## config.mk

```make
export PLATFORM = sky130hd
export DESIGN_NAME = kernel_window_sequencer
export DESIGN_NICKNAME = d
export VERILOG_FILES = /design/src/rtl/kernel_pkg.sv /design/src/rtl/kernel_window_sequencer_col_fifo.sv /design/src/rtl/kernel_window_sequencer.sv
export SDC_FILE = /design/constraint.sdc
export NUM_CORES = 1
export LEC_CHECK = 0
export ABC_AREA = 1
export ABC_CLOCK_PERIOD_IN_PS = 8590
export CAP_MARGIN = 5
export CORE_ASPECT_RATIO = 1.75
export CORE_MARGIN = 3
export CORE_UTILIZATION = 60
export CTS_BUF_LIST = sky130_fd_sc_hd__clkbuf_8
export DETAILED_ROUTE_END_ITERATION = 12
export PLACE_DENSITY_LB_ADDON = 0.08
export SLEW_MARGIN = 40
export SYNTH_ARGS = -nofsm -noshare
export SYNTH_HDL_FRONTEND = slang
export SYNTH_SLANG_ARGS = --single-unit
```

## constraint.sdc

```tcl
create_clock -name clk -period 8.59 [get_ports clk]
set_clock_uncertainty 0.15 [all_clocks]
set_input_delay 1.2885 -clock clk [delete_from_list [all_inputs] [get_ports clk]]
set_output_delay 1.2885 -clock clk [all_outputs]
set_load 0.05 [all_outputs]
```

## src/rtl/kernel_pkg.sv

```systemverilog
// Shared constants, state encoding and window packing for the kernel window sequencer.
package kernel_pkg;

  localparam int H_PIX_DEF   = 320;
  localparam int V_PIX_DEF   = 240;
  localparam int RD_LAT_DEF  = 2;
  localparam int BANK_AW_DEF = 15;

  localparam int WIN_CENTER  = 4;
  localparam int WIN_TOP_LSB = 6;
  localparam int WIN_MID_LSB = 3;
  localparam int WIN_BOT_LSB = 0;

  typedef enum logic [2:0] {
    ST_IDLE,
    ST_WAIT,
    ST_ISSUE,
    ST_DRAIN,
    ST_DONE
  } seq_state_e;

  // Columns are {top,mid,bot}; window rows are {L,C,R} with L at the MSB.
  function automatic logic [8:0] make_win(input logic [2:0] l, input logic [2:0] c,
                                          input logic [2:0] r);
    return {l[2], c[2], r[2], l[1], c[1], r[1], l[0], c[0], r[0]};
  endfunction

endpackage

```

## src/rtl/kernel_window_sequencer_col_fifo.sv

```systemverilog
// Small column FIFO between bank returns and the window assembler; its count feeds issue credits.
module col_fifo #(
  parameter  int DEPTH = 4,
  parameter  int W     = 3,
  localparam int CW    = $clog2(DEPTH + 1)
) (
  input  logic          clk,
  input  logic          reset,
  input  logic          push,
  input  logic [W-1:0]  din,
  input  logic          pop,
  output logic [W-1:0]  dout,
  output logic          empty,
  output logic [CW-1:0] count
);

  localparam int PW = (DEPTH > 1) ? $clog2(DEPTH) : 1;

  logic [W-1:0]  mem_q [DEPTH];
  logic [PW-1:0] wr_q, rd_q;
  logic [CW-1:0] cnt_q;
  logic          do_pop;

  assign do_pop = pop && (cnt_q != '0);
  assign dout   = mem_q[rd_q];
  assign empty  = (cnt_q == '0);
  assign count  = cnt_q;

  function automatic logic [PW-1:0] ptr_inc(input logic [PW-1:0] p);
    return (p == PW'(DEPTH - 1)) ? '0 : p + 1'b1;
  endfunction

  always_ff @(posedge clk) begin
    if (push) mem_q[wr_q] <= din;
  end

  always_ff @(posedge clk) begin
    if (reset) begin
      wr_q  <= '0;
      rd_q  <= '0;
      cnt_q <= '0;
    end else begin
      if (push)   wr_q <= ptr_inc(wr_q);
      if (do_pop) rd_q <= ptr_inc(rd_q);
      case ({push, do_pop})
        2'b10:   cnt_q <= cnt_q + 1'b1;
        2'b01:   cnt_q <= cnt_q - 1'b1;
        default: cnt_q <= cnt_q;
      endcase
    end
  end

endmodule

```

## src/rtl/kernel_window_sequencer.sv

```systemverilog
// Reads the three row-interleaved mask banks column by column and emits 3x3 edge-replicated windows.
// Row flow: IDLE -> WAIT -> ISSUE -> DRAIN -> (WAIT | DONE) -> IDLE.
module kernel_window_sequencer
  import kernel_pkg::*;
#(
  parameter int H_PIX   = H_PIX_DEF,
  parameter int V_PIX   = V_PIX_DEF,
  parameter int RD_LAT  = RD_LAT_DEF,
  parameter int BANK_AW = BANK_AW_DEF
) (
  input  logic               clk,
  input  logic               reset,
  input  logic               start,
  input  logic [7:0]         rows_written,
  output logic               rd_en_a,
  output logic               rd_en_b,
  output logic               rd_en_c,
  output logic [BANK_AW-1:0] rd_addr_a,
  output logic [BANK_AW-1:0] rd_addr_b,
  output logic [BANK_AW-1:0] rd_addr_c,
  input  logic               dout_a,
  input  logic               dout_b,
  input  logic               dout_c,
  output logic               win_valid,
  input  logic               win_ready,
  output logic [8:0]         win,
  output logic [8:0]         win_x,
  output logic [7:0]         win_y,
  output logic               busy,
  output logic               done
);

  localparam int DEPTH = RD_LAT + 2;
  localparam int CW    = $clog2(DEPTH + 1);

  seq_state_e         state_q;
  logic [7:0]         y_q;
  logic [1:0]         ymid_q;
  logic [8:0]         ix_q;
  logic [BANK_AW-1:0] base_q    [3];
  logic [2:0]         rd_en_q;
  logic [BANK_AW-1:0] rd_addr_q [3];
  logic               busy_q, done_q;

  logic               iss_q;
  logic [RD_LAT-1:0]  vp_q;
  logic [2:0]         l_q, c_q;
  logic [8:0]         ax_q;
  logic               tail_q;
  logic               win_valid_q;
  logic [8:0]         win_q, win_x_q;
  logic [7:0]         win_y_q;

  logic [1:0]         ytop, ybot;
  logic               readable, credit_ok, issue_ok, last_accept;
  logic [2:0]         dout_v, col_in;
  logic               mid_bit;
  logic               push, out_free, fifo_pop, emit;
  logic [2:0]         fifo_dout;
  logic               fifo_empty;
  logic [CW-1:0]      fifo_count;
  int                 need, occ;

  always_comb begin
    ytop = (ymid_q == 2'd0) ? 2'd2 : ymid_q - 2'd1;
    ybot = (ymid_q == 2'd2) ? 2'd0 : ymid_q + 2'd1;
    need = (int'(y_q) + 2 > V_PIX) ? V_PIX : int'(y_q) + 2;
    readable = int'(rows_written) >= need;
  end

  // Occupancy covers reads still in the bank pipe as well as columns already queued.
  always_comb begin
    occ = int'(fifo_count) + int'(iss_q);
    for (int i = 0; i < RD_LAT; i++) occ += int'(vp_q[i]);
    credit_ok = (occ - int'(fifo_pop)) < DEPTH;
    issue_ok  = credit_ok && ((state_q == ST_ISSUE) ||
                              (state_q == ST_WAIT && readable) ||
                              (state_q == ST_IDLE && start && readable));
  end

  assign last_accept = win_valid_q && win_ready && (win_x_q == 9'(H_PIX - 1));

  always_ff @(posedge clk) begin
    if (reset) begin
      state_q <= ST_IDLE;
      y_q     <= '0;
      ymid_q  <= '0;
      ix_q    <= '0;
      rd_en_q <= '0;
      busy_q  <= 1'b0;
      done_q  <= 1'b0;
      for (int k = 0; k < 3; k++) begin
        base_q[k]    <= '0;
        rd_addr_q[k] <= '0;
      end
    end else begin
      rd_en_q <= '0;
      done_q  <= 1'b0;
      case (state_q)
        ST_IDLE: begin
          if (start) begin
            busy_q  <= 1'b1;
            state_q <= ST_WAIT;
          end
        end
        ST_DRAIN: begin
          if (last_accept) begin
            if (y_q == 8'(V_PIX - 1)) begin
              state_q <= ST_DONE;
              busy_q  <= 1'b0;
              done_q  <= 1'b1;
            end else begin
              y_q     <= y_q + 8'd1;
              ymid_q  <= ybot;
              // The bank leaving the top slot becomes the new bottom, one bank row further down.
              if (y_q != '0) base_q[ytop] <= base_q[ytop] + BANK_AW'(H_PIX);
              state_q <= ST_WAIT;
            end
          end
        end
        ST_DONE: begin
          state_q <= ST_IDLE;
          y_q     <= '0;
          ymid_q  <= '0;
          for (int k = 0; k < 3; k++) base_q[k] <= '0;
        end
        default: ;
      endcase
      if (issue_ok) begin
        rd_en_q[ymid_q] <= 1'b1;
        rd_en_q[ytop]   <= (y_q != '0);
        rd_en_q[ybot]   <= (y_q != 8'(V_PIX - 1));
        for (int k = 0; k < 3; k++) rd_addr_q[k] <= base_q[k] + BANK_AW'(ix_q);
        if (ix_q == 9'(H_PIX - 1)) begin
          ix_q    <= '0;
          state_q <= ST_DRAIN;
        end else begin
          ix_q    <= ix_q + 9'd1;
          state_q <= ST_ISSUE;
        end
      end
    end
  end

  always_comb begin
    dout_v  = {dout_c, dout_b, dout_a};
    mid_bit = dout_v[ymid_q];
    col_in  = {(y_q == '0) ? mid_bit : dout_v[ytop],
               mid_bit,
               (y_q == 8'(V_PIX - 1)) ? mid_bit : dout_v[ybot]};
  end

  assign push     = vp_q[RD_LAT-1];
  assign out_free = !win_valid_q || win_ready;
  assign fifo_pop = !fifo_empty && !tail_q && ((ax_q == '0) || out_free);
  assign emit     = (fifo_pop && (ax_q != '0)) || (tail_q && out_free);

  col_fifo #(.DEPTH(DEPTH), .W(3)) u_col_fifo (
    .clk   (clk),
    .reset (reset),
    .push  (push),
    .din   (col_in),
    .pop   (fifo_pop),
    .dout  (fifo_dout),
    .empty (fifo_empty),
    .count (fifo_count)
  );

  always_ff @(posedge clk) begin
    if (reset) begin
      iss_q       <= 1'b0;
      vp_q        <= '0;
      l_q         <= '0;
      c_q         <= '0;
      ax_q        <= '0;
      tail_q      <= 1'b0;
      win_valid_q <= 1'b0;
      win_q       <= '0;
      win_x_q     <= '0;
      win_y_q     <= '0;
    end else begin
      iss_q <= issue_ok;
      vp_q  <= (vp_q << 1) | RD_LAT'(iss_q);
      if (emit) begin
        win_valid_q <= 1'b1;
        win_y_q     <= y_q;
        if (tail_q) begin
          win_q   <= make_win(l_q, c_q, c_q);
          win_x_q <= 9'(H_PIX - 1);
        end else begin
          win_q   <= make_win(l_q, c_q, fifo_dout);
          win_x_q <= ax_q - 9'd1;
        end
      end else if (win_ready) begin
        win_valid_q <= 1'b0;
      end
      if (tail_q && out_free) tail_q <= 1'b0;
      if (fifo_pop) begin
        l_q <= (ax_q == '0) ? fifo_dout : c_q;
        c_q <= fifo_dout;
        if (ax_q == 9'(H_PIX - 1)) begin
          ax_q   <= '0;
          tail_q <= 1'b1;
        end else begin
          ax_q <= ax_q + 9'd1;
        end
      end
    end
  end

  assign rd_en_a   = rd_en_q[0];
  assign rd_en_b   = rd_en_q[1];
  assign rd_en_c   = rd_en_q[2];
  assign rd_addr_a = rd_addr_q[0];
  assign rd_addr_b = rd_addr_q[1];
  assign rd_addr_c = rd_addr_q[2];
  assign win_valid = win_valid_q;
  assign win       = win_q;
  assign win_x     = win_x_q;
  assign win_y     = win_y_q;
  assign busy      = busy_q;
  assign done      = done_q;

endmodule

```

==> results.json, run 1 <==
{
  "drive_above_1_share_pct": 7.40,
  "status": "complete, no violations",
  "multiInputGateArea_um2": 4910,
  "ios": 92,
  "power_density_nw_per_um2": 307,
  "cts_root_buffer": "clkbuf_8",
  "n_fill_cell": 1434,
  "path_class": "input port to flop",
  "critPathArrivalTime_ns": 4.90,
  "final-setup-viol-count": 0,
  "p_leak_nw": 5.24,
  "clock_latency_ns": 0.47,
  "rows": 64,
  "grt_overflow": 0,
  "antenna_found_initial": 0,
  "cp-start-kind": "input port",
  "synth_commonest_cells": "nand2_1, nor2_1, inv_1",
  "max_freq_ghz": 0.202,
  "holdWs_ns": 0.319,
  "tns_ns": 0,
  "grtUsageTotal_pct": 25.8,
  "cts_resized": 0,
  "die_w_um": 108,
  "yosysUniqueCellTypes": 52,
  "cts_tree": "built",
  "yosysWarnings": 0,
  "cp-end-kind": "flop",
  "post-route-util_pct": 69.8,
  "post_cts_buffers": 0,
  "cts.sinks": 199,
  "drv_cap": 0,
  "fin_area_um2": 12300,
  "synth_edf_count": 117,
  "via_count": 8776,
  "fp.dieH_um": 184,
  "clock_path_buffers": 2,
  "synthCells": 1286,
  "rsz0062_at_grt": "false",
  "post_synth.cell_area_avg_um2": 8.48,
  "syn_to_final_growth_pct": 13.2,
  "synthFlopType": "edfxtp_1",
  "synth_area_um2": 10900,
  "die-area_um2": 19900,
  "hold_start": "iss_q",
  "use_met2_pct": 50.0,
  "synth-seq-cells": 199,
  "synthTopCellsByArea": "edfxtp_1, dfxtp_1, nand2_1",
  "drv_slew": 0,
  "h-tree-depth": 4,
  "gp_congestion": 0.922,
  "syn_nets": 1366,
  "grt_max_degree": 54,
  "crit_start": "win_ready",
  "grt.met3_usage_pct": 3.65,
  "initial_core_util_pct": 61.6,
  "synth_seq_area_share_pct": 47.3,
  "ctsHoldBuffers": 0,
  "r2r-start": "ax_q[0]",
  "cts.reportedPaths.clkPinSlew_ns": 0.10,
  "portBuffers": 91,
  "drtAntennaViolNets": 0,
  "synth_most_common_cell": "nand2_1",
  "grt_most_used_layer": "met2",
  "yosysTopAreaCellShare_pct": 32.2,
  "seqCellArea_um2": 5150,
  "path_max_fanout": 45,
  "layout_min_cycle_time_ns": 4.95,
  "totalWireLength_um": 24700,
  "route.detailed.drc": 0,
  "worst_ir_drop_vdd_uv": 236,
  "placed_cell_area_um2": 11900,
  "grt_pass1_wl_um": 40300,
  "synth_largest_area_cell": "edfxtp_1",
  "dp_hpwl_um": 18600,
  "slew_headroom_pct": 44.5,
  "fin_crit_sh_pct": 57.7,
  "hold_class": "flop to flop",
  "n_antenna_cell": 0,
  "nNetsFinal": 1445,
  "numCtsBuffers": 17,
  "coreArea_um2": 17700,
  "drt-initial-drc-count": 554,
  "drtPass1Iterations": 5,
  "use_met1_pct": 26.9,
  "grt_pass1_vias": 8460,
  "avgViaCountPerCell": 5.45,
  "wl_per_cell_um": 15.3,
  "required_ns": 8.54,
  "finalHoldViolCount": 0,
  "worst_pin_slew_ns": 0.825,
  "async_reset_ff_share_pct": 0
}
==> power breakdown <==
part | total [mW] | switching [mW] | leakage (nW) | internal [mW]
logic | 1.80 | 1.27 | 3.17 | 0.538
clock network | 0.611 | 0.344 | 0.206 | 0.267
registers | 1.37 | 0.105 | 1.86 | 1.27
total | 3.79 | 1.72 | 5.24 | 2.07
==> worst paths after layout <==
kind                      end  slack, ns  cells past startpoint
max          rd_addr_q[0][12]       3.64                     18
max reg2reg  rd_addr_q[0][12]       4.01                     19
min reg2reg           vp_q[0]       0.32                      2
min                   vp_q[0]       0.32                      2
==> registers in the layout, summed over array words and instances, names as in the netlist, 2 cells and up, named ones only <==
| name | flops |
|---|---|
| ax_q | 9 |
| base_q | 60 |
| c_q | 3 |
| ix_q | 9 |
| l_q | 3 |
| rd_addr_q | 45 |
| rd_en_q | 3 |
| state_q | 3 |
| u_col_fifo.count | 3 |
| u_col_fifo.mem_q | 12 |
| u_col_fifo.rd_q | 2 |
| u_col_fifo.wr_q | 2 |
| vp_q | 2 |
| win | 9 |
| win_x | 9 |
| win_y | 8 |
| y_q | 8 |
| ymid_q | 2 |
==> per-stage QoR <==
step	total power [mW]	std cells	setup WS, ns
after floorplan	2.71	1286	3.31
after global placement	3.16	1576	3.03
after detailed placement	3.19	1576	3.19
after CTS	3.80	1608	3.68
after global routing	4.02	1609	3.38
final	3.79	1609	3.64
==> cell families after synthesis <==
kind of cell | Yosys count | synth area share [%]
adders and majority gates | 65 | 7.80
DFF | 199 | 47.3
and+or+nand+nor | 534 | 21.5
xor gates and xnor gates | 30 | 2.41
buffers and inverters | 203 | 7.82
AOI/OAI and AO/OA | 255 | 13.3
==> cells in the final DEF (no fill, tap or decap), drive strengths merged <==
master,count
nor3b,3
and3,1
a21o,6
dfxtp,82
nand2,252
clkbuf,17
o211ai,2
a21boi,4
xnor2,4
nand3,44
a32oi,3
a22oi,7
clkinvlp,1
or2,16
o31ai,3
edfxtp,117
buf,5
fa,5
a211oi,4
a31oi,8
inv,171
clkdlybuf4s50,91
xor2,26
nand3b,3
nand4,22
o21bai,4
a21oi,123
o22ai,4
o21ai,82
nor3,28
clkinv,8
nor2,164
nor4,1
o211a,5
bufinv,2
ha,60
==> final cells by class <==
type	instances	share of cell area, %
multi-input combinational	884	39.8
tap	231	2.34
clock buffer	17	1.90
inverter	167	5.11
sequential	199	41.8
timing repair buffer	96	7.78
clock inverter	15	1.36
==> critical path: stages <==
cell,delay (ns)
clkdlybuf4s50_1,0.39
inv_1,0.08
nand2_1,0.07
inv_1,0.10
nand2_2,0.08
nand2_4,0.16
inv_1,0.07
ha_1,0.28
fa_1,0.37
inv_1,0.07
ha_1,0.23
nand4_1,0.12
nand2_1,0.07
nand2_1,0.07
nand2_1,0.09
nand2_1,0.28
nand3_1,0.43
nand2_4,0.60
==> routing by layer <==
layer | vias up | routed length [um] | share of wire [%]
li1 | 4449 | - | -
met1 | 4031 | 9190 | 37
met2 | 243 | 13700 | 55
met3 | 53 | 963 | 3.9
met4 | 0 | 872 | 3.5
met5 | - | 0 | 0
(Power assumes the default switching activity.)
==> inputs of run 2 (changes only) <==
- ABC_CLOCK_PERIOD_IN_PS: 8590 -> 4490
- CORE_UTILIZATION: 60 -> 55
- clock period: 8.59 -> 4.49 ns (I/O delays scaled with it)
==> run 2 against run 1 <==
  * Critical endpoint is now rd_addr_q[0][13]
  * Die area rose by 8.7%
  * Register-to-register slack got worse by 3.3 ns
  * Core utilization fell by 5.2 points
  * Largest cell class unchanged
  * Sequential power rose by 91%
  * Design area rose by 0.79%
==> results.json, run 2 (synthesis results as in run 1) <==
{
  "status": "complete, no violations",
  "route.detailed.drc": 0,
  "critPathArrivalTime_ns": 3.79,
  "totalWireLength_um": 26100,
  "path_class": "flop to flop",
  "tns_ns": 0,
  "grt_pass1_wl_um": 42000,
  "p_leak_nw": 5.28,
  "worst_pin_slew_ns": 0.825,
  "via_count": 8852,
  "required_ns": 4.48,
  "coreArea_um2": 19300,
  "cts_resized": 0,
  "clock_path_buffers": 2,
  "nNetsFinal": 1452,
  "cts_root_buffer": "clkbuf_8",
  "antenna_found_initial": 0,
  "drt-initial-drc-count": 360,
  "worst_ir_drop_vdd_uv": 436,
  "portBuffers": 91,
  "n_antenna_cell": 0,
  "grt_overflow": 0,
  "critPathTopFamily": "simple AND/OR/NAND/NOR gates",
  "dp_hpwl_um": 20000,
  "grt_pass1_vias": 8644,
  "drtAntennaViolNets": 0,
  "ctsHoldBuffers": 0,
  "cp-end-kind": "flop",
  "cts.reportedPaths.clkPinSlew_ns": 0.10,
  "drv_slew": 0,
  "mostFrequentLayoutCells": "nand2_1, nor2_1, inv_1, a21oi_1, edfxtp_1",
  "drtPass1Iterations": 7,
  "cts.sinks": 199,
  "ios": 92,
  "worst_path_most_repeated_cell": "inv_1",
  "largest_register_ffs": 60,
  "final-setup-viol-count": 0,
  "fin_crit_sh_pct": 84.4,
  "cp-start-kind": "flop",
  "fp.dieH_um": 192,
  "die-area_um2": 21600,
  "cts_tree": "built",
  "rows": 67,
  "critPathSlowestCell": "fa_1",
  "grtUsageTotal_pct": 24.4,
  "reg_top3": "base_q (60), rd_addr_q (45), u_col_fifo.mem_q (12)",
  "critPathBufInv": 5,
  "finalNonFillerCells": 1626,
  "post_cts_buffers": 0,
  "wl_per_cell_um": 16.1,
  "slowest_delay_ns": 0.36,
  "slew_headroom_pct": 44.9,
  "finalHoldViolCount": 0,
  "grt_max_degree": 47,
  "layout_commonest_cell": "nand2_1",
  "h-tree-depth": 4,
  "placedCellCount": 1594,
  "hold_class": "flop to flop",
  "worstPathCellList": "inv_1, ha_1, inv_1, nor3_4, nand2_4, nand2_2, nand2_4, inv_1, ha_1, fa_1, inv_1, ha_1, nand4_1, nand2_1, nand2_1, nand2_1, o21ai_4, nand3_1, nand2_2, buf_12",
  "avgViaCountPerCell": 5.44,
  "regMostFlops": "base_q",
  "max_freq_ghz": 0.264,
  "clock_latency_ns": 0.46,
  "rsz0062_at_grt": "false",
  "drv_cap": 0,
  "drive_above_1_share_pct": 7.87,
  "initial_core_util_pct": 56.6,
  "die_w_um": 112,
  "layout_min_cycle_time_ns": 3.79,
  "numCtsBuffers": 17,
  "syn_to_final_growth_pct": 14.1,
  "path_max_fanout": 45,
  "gp_congestion": 0.939,
  "power_density_nw_per_um2": 594
}
==> run 2: final timing paths <==
kind / from / endpoint / slack [ns] / depth (start not counted)
max: ax_q[0] / rd_addr_q[0][13] / 0.70 / 20
min: iss_q / vp_q[0] / 0.32 / 2
max reg2reg: ax_q[0] / rd_addr_q[0][13] / 0.70 / 20
min reg2reg: iss_q / vp_q[0] / 0.32 / 2
==> run 2: report_power, final <==
group | internal, mW | total [mW] | switching, mW
clock network | 0.589 | 1.23 | 0.637
logic | 1.07 | 3.54 | 2.47
registers | 2.42 | 2.62 | 0.202
==> run 2: per-stage QoR <==
step           utilization [%]  worst slack [ns]  cell area (um2)  hold slack, ns  total power [mW]
5_1_grt                   64.5             0.396            12400           0.353              7.82
4_1_cts                   64.5             0.689            12400           0.320              7.44
6_report                  64.5             0.699            12400           0.319              7.39
3_3_place_gp              62.3             0.369            12000           0.292              6.15
2_1_floorplan                -             0.259            10900           0.266              5.19
3_5_place_dp              62.3             0.293            12000           0.298              6.22
==> run 2: final cells by class <==
cell class                 instances  area, um2
clock inverter                    13        165
timing repair buffer             103       1030
fill                            1685       6840
inverter                         167        631
clock buffer                      19        262
multi-input combinational        884       4900
tap                              241        302
sequential                       199       5150
==> run 2: routing by layer <==
layer,track usage [%],up-vias,routed length [um]
met5,0,-,0
met4,13.9,0,1460
met3,3.36,71,837
met2,47.6,204,14400
met1,24.4,4114,9440
li1,-,4463,-
==> run 2: worst register-to-register path: cells and delay by family, from the launching register on <==
| family | cells | cell delay [ns] |
|---|---|---|
| compound gates | 1 | 0.27 |
| fa+ha+maj | 4 | 0.99 |
| buf+inv | 5 | 0.60 |
| flops | 1 | 0.35 |
| simple gates | 10 | 1.06 |
==> inputs of run 3 (changes only) <==
- ABC_CLOCK_PERIOD_IN_PS: 4490 -> 3100
- clock period: 4.49 -> 3.1 ns (I/O delays scaled with it)
==> run 3 against run 2 <==
  * The run now ends with negative setup slack left
  * First-iteration DRC count is 3.3% higher
  * Critical path depth increased by 1
  * Design area increased by 12%
  * Highest routed layer unchanged
==> results.json, run 3 (synthesis results as in run 1) <==
{
  "mostFrequentLayoutCells": "nand2_1, inv_1, nor2_1, edfxtp_1, clkdlybuf4s50_1",
  "totalWireLength_um": 29300,
  "seqCellArea_um2": 5170,
  "clock_latency_ns": 0.47,
  "max_freq_ghz": 0.307,
  "wl_met2_um": 16200,
  "layout_commonest_cell": "nand2_1",
  "largest_register_ffs": 60,
  "hold_class": "flop to flop",
  "wl_per_cell_um": 16.9,
  "cts_tree": "built",
  "syn_to_final_growth_pct": 27.9,
  "ios": 92,
  "fp.dieH_um": 192,
  "slew_headroom_pct": 59.2,
  "grt_max_degree": 39,
  "layout_min_cycle_time_ns": 3.25,
  "holdWs_ns": 0.321,
  "worst_path_most_repeated_cell": "nand2_4",
  "drt-initial-drc-count": 372,
  "via_count": 9376,
  "finalHoldViolCount": 0,
  "rsz0062_at_grt": "true",
  "gp_congestion": 0.927,
  "rows": 67,
  "switchingPower_mw": 5.28,
  "n_fill_cell": 1485,
  "die_w_um": 112,
  "p_int_mw": 6.71,
  "dpl_worst_slack_ns": -0.558,
  "n_antenna_cell": 0,
  "tns_ns": -10.66,
  "clock_path_buffers": 2,
  "critPathSlowestCell": "dfxtp_2",
  "grt_pass1_vias": 9262,
  "h-tree-depth": 4,
  "dp_hpwl_um": 21200,
  "cp-start-kind": "flop",
  "top_layer": "met4",
  "p_total_mw": 12.0,
  "path_max_fanout": 6,
  "die-area_um2": 21600,
  "critPathTopFamily": "simple AND/OR/NAND/NOR gates",
  "numCtsBuffers": 17,
  "path_class": "flop to flop",
  "route.detailed.drc": 0,
  "multiInputGateArea_um2": 5430,
  "drv_slew": 0,
  "grtUsageTotal_pct": 26.5,
  "combPwrFrac_pct": 54.7,
  "drtPass1Iterations": 5,
  "wirelength_met1_um": 10200,
  "final.setup.worst_slack_ns": -0.153,
  "slowest_delay_ns": 0.35,
  "portBuffers": 91,
  "avgViaCountPerCell": 5.43,
  "placedCellCount": 1666,
  "critPathArrivalTime_ns": 3.29,
  "clockPowerShare_pct": 13.7,
  "worstPathCellList": "inv_4, ha_4, inv_4, nor3_4, nand2_4, nand2_4, nand2_4, inv_4, ha_4, fa_2, inv_2, ha_4, nand4_1, nand2_1, nand2_2, nand2_4, o21ai_4, buf_6, nand3_4, nand2_8, clkbuf_16",
  "critPathBufInv": 6,
  "ctsHoldBuffers": 0,
  "p_sw_share_pct": 44.0,
  "status": "finished, violations left",
  "violations": "negative setup slack",
  "grt_pass1_wl_um": 45000,
  "p_seq_share_pct": 31.6,
  "worst_ir_drop_vdd_uv": 773,
  "coreArea_um2": 19300,
  "route.met3.wl_um": 1050,
  "finalNonFillerCells": 1726,
  "nNetsFinal": 1552,
  "p_leak_nw": 5.92,
  "reg_top3": "base_q (60), rd_addr_q (45), u_col_fifo.mem_q (12)",
  "fin_crit_sh_pct": 105,
  "cts_root_buffer": "clkbuf_8",
  "drtAntennaViolNets": 0,
  "regMostFlops": "base_q",
  "power_density_nw_per_um2": 859,
  "required_ns": 3.14,
  "cts.reportedPaths.clkPinSlew_ns": 0.10,
  "initial_core_util_pct": 56.6,
  "cts.sinks": 199,
  "cp-end-kind": "flop",
  "final-setup-viol-count": 101,
  "grt_overflow": 0,
  "worst_pin_slew_ns": 0.611,
  "antenna_found_initial": 0,
  "drive_above_1_share_pct": 19.9,
  "drv_cap": 0
}
run 3: what timing repair did:
action	in CTS	in global routing
pin swaps	19	22
setup endpoints to repair	105	105
hold endpoints to repair	0	0
gates resized for setup	29	75
buffers inserted	12	6
cloned	6	5
run 3: final timing paths:
| kind | start | endpoint | slack [ns] | cells after the start |
|---|---|---|---|---|
| worst max-delay path | ax_q[1] | rd_addr_q[0][1] | -0.15 | 21 |
| worst min register to register | iss_q | vp_q[0] | 0.32 | 2 |
| worst min-delay path | iss_q | vp_q[0] | 0.32 | 2 |
| worst max register to register | ax_q[1] | rd_addr_q[0][1] | -0.15 | 21 |
run 3: worst register-to-register path: cells and delay by family (launching register included):
| kind | cells | cell delay, ns |
|---|---|---|
| adders and majority gates | 4 | 0.86 |
| and+or+nand+nor | 10 | 0.90 |
| AOI/OAI and AO/OA | 1 | 0.19 |
| DFF | 1 | 0.35 |
| buffers and inverters | 6 | 0.54 |
run 3: final cells by class:
class / instances / share of cell area [%]
clock buffer: 20 / 1.97
clock inverter: 12 / 0.780
inverter: 167 / 4.67
multi-input combinational: 884 / 38.9
sequential: 199 / 37.0
tap: 241 / 2.16
timing repair buffer: 203 / 14.5
run 3: routing by layer:
metal,track usage (%),vias to the layer above
li1,-,4662
met3,3.80,97
met4,16.6,0
met5,0,-
met2,51.9,274
met1,25.2,4343
run 3: power groups by stage:
stage               Sequential, mW  Combinational [mW]  Clock (mW)
detailed placement            3.85                5.57           0
floorplan                     5.28                2.45           0
finish                        3.79                6.56        1.64
CTS                           3.80                6.11        1.67
global placement              3.83                5.48           0
global route                  3.85                7.02        1.78
run 3: stage by stage:
| stage | instance area [um2] | util [%] |
|---|---|---|
| after floorplan | 11100 | - |
| after global placement | 12700 | 66.1 |
| after detailed placement | 12700 | 66.1 |
| after CTS | 13500 | 70.0 |
| after global routing | 14000 | 72.4 |
| final | 14000 | 72.4 |
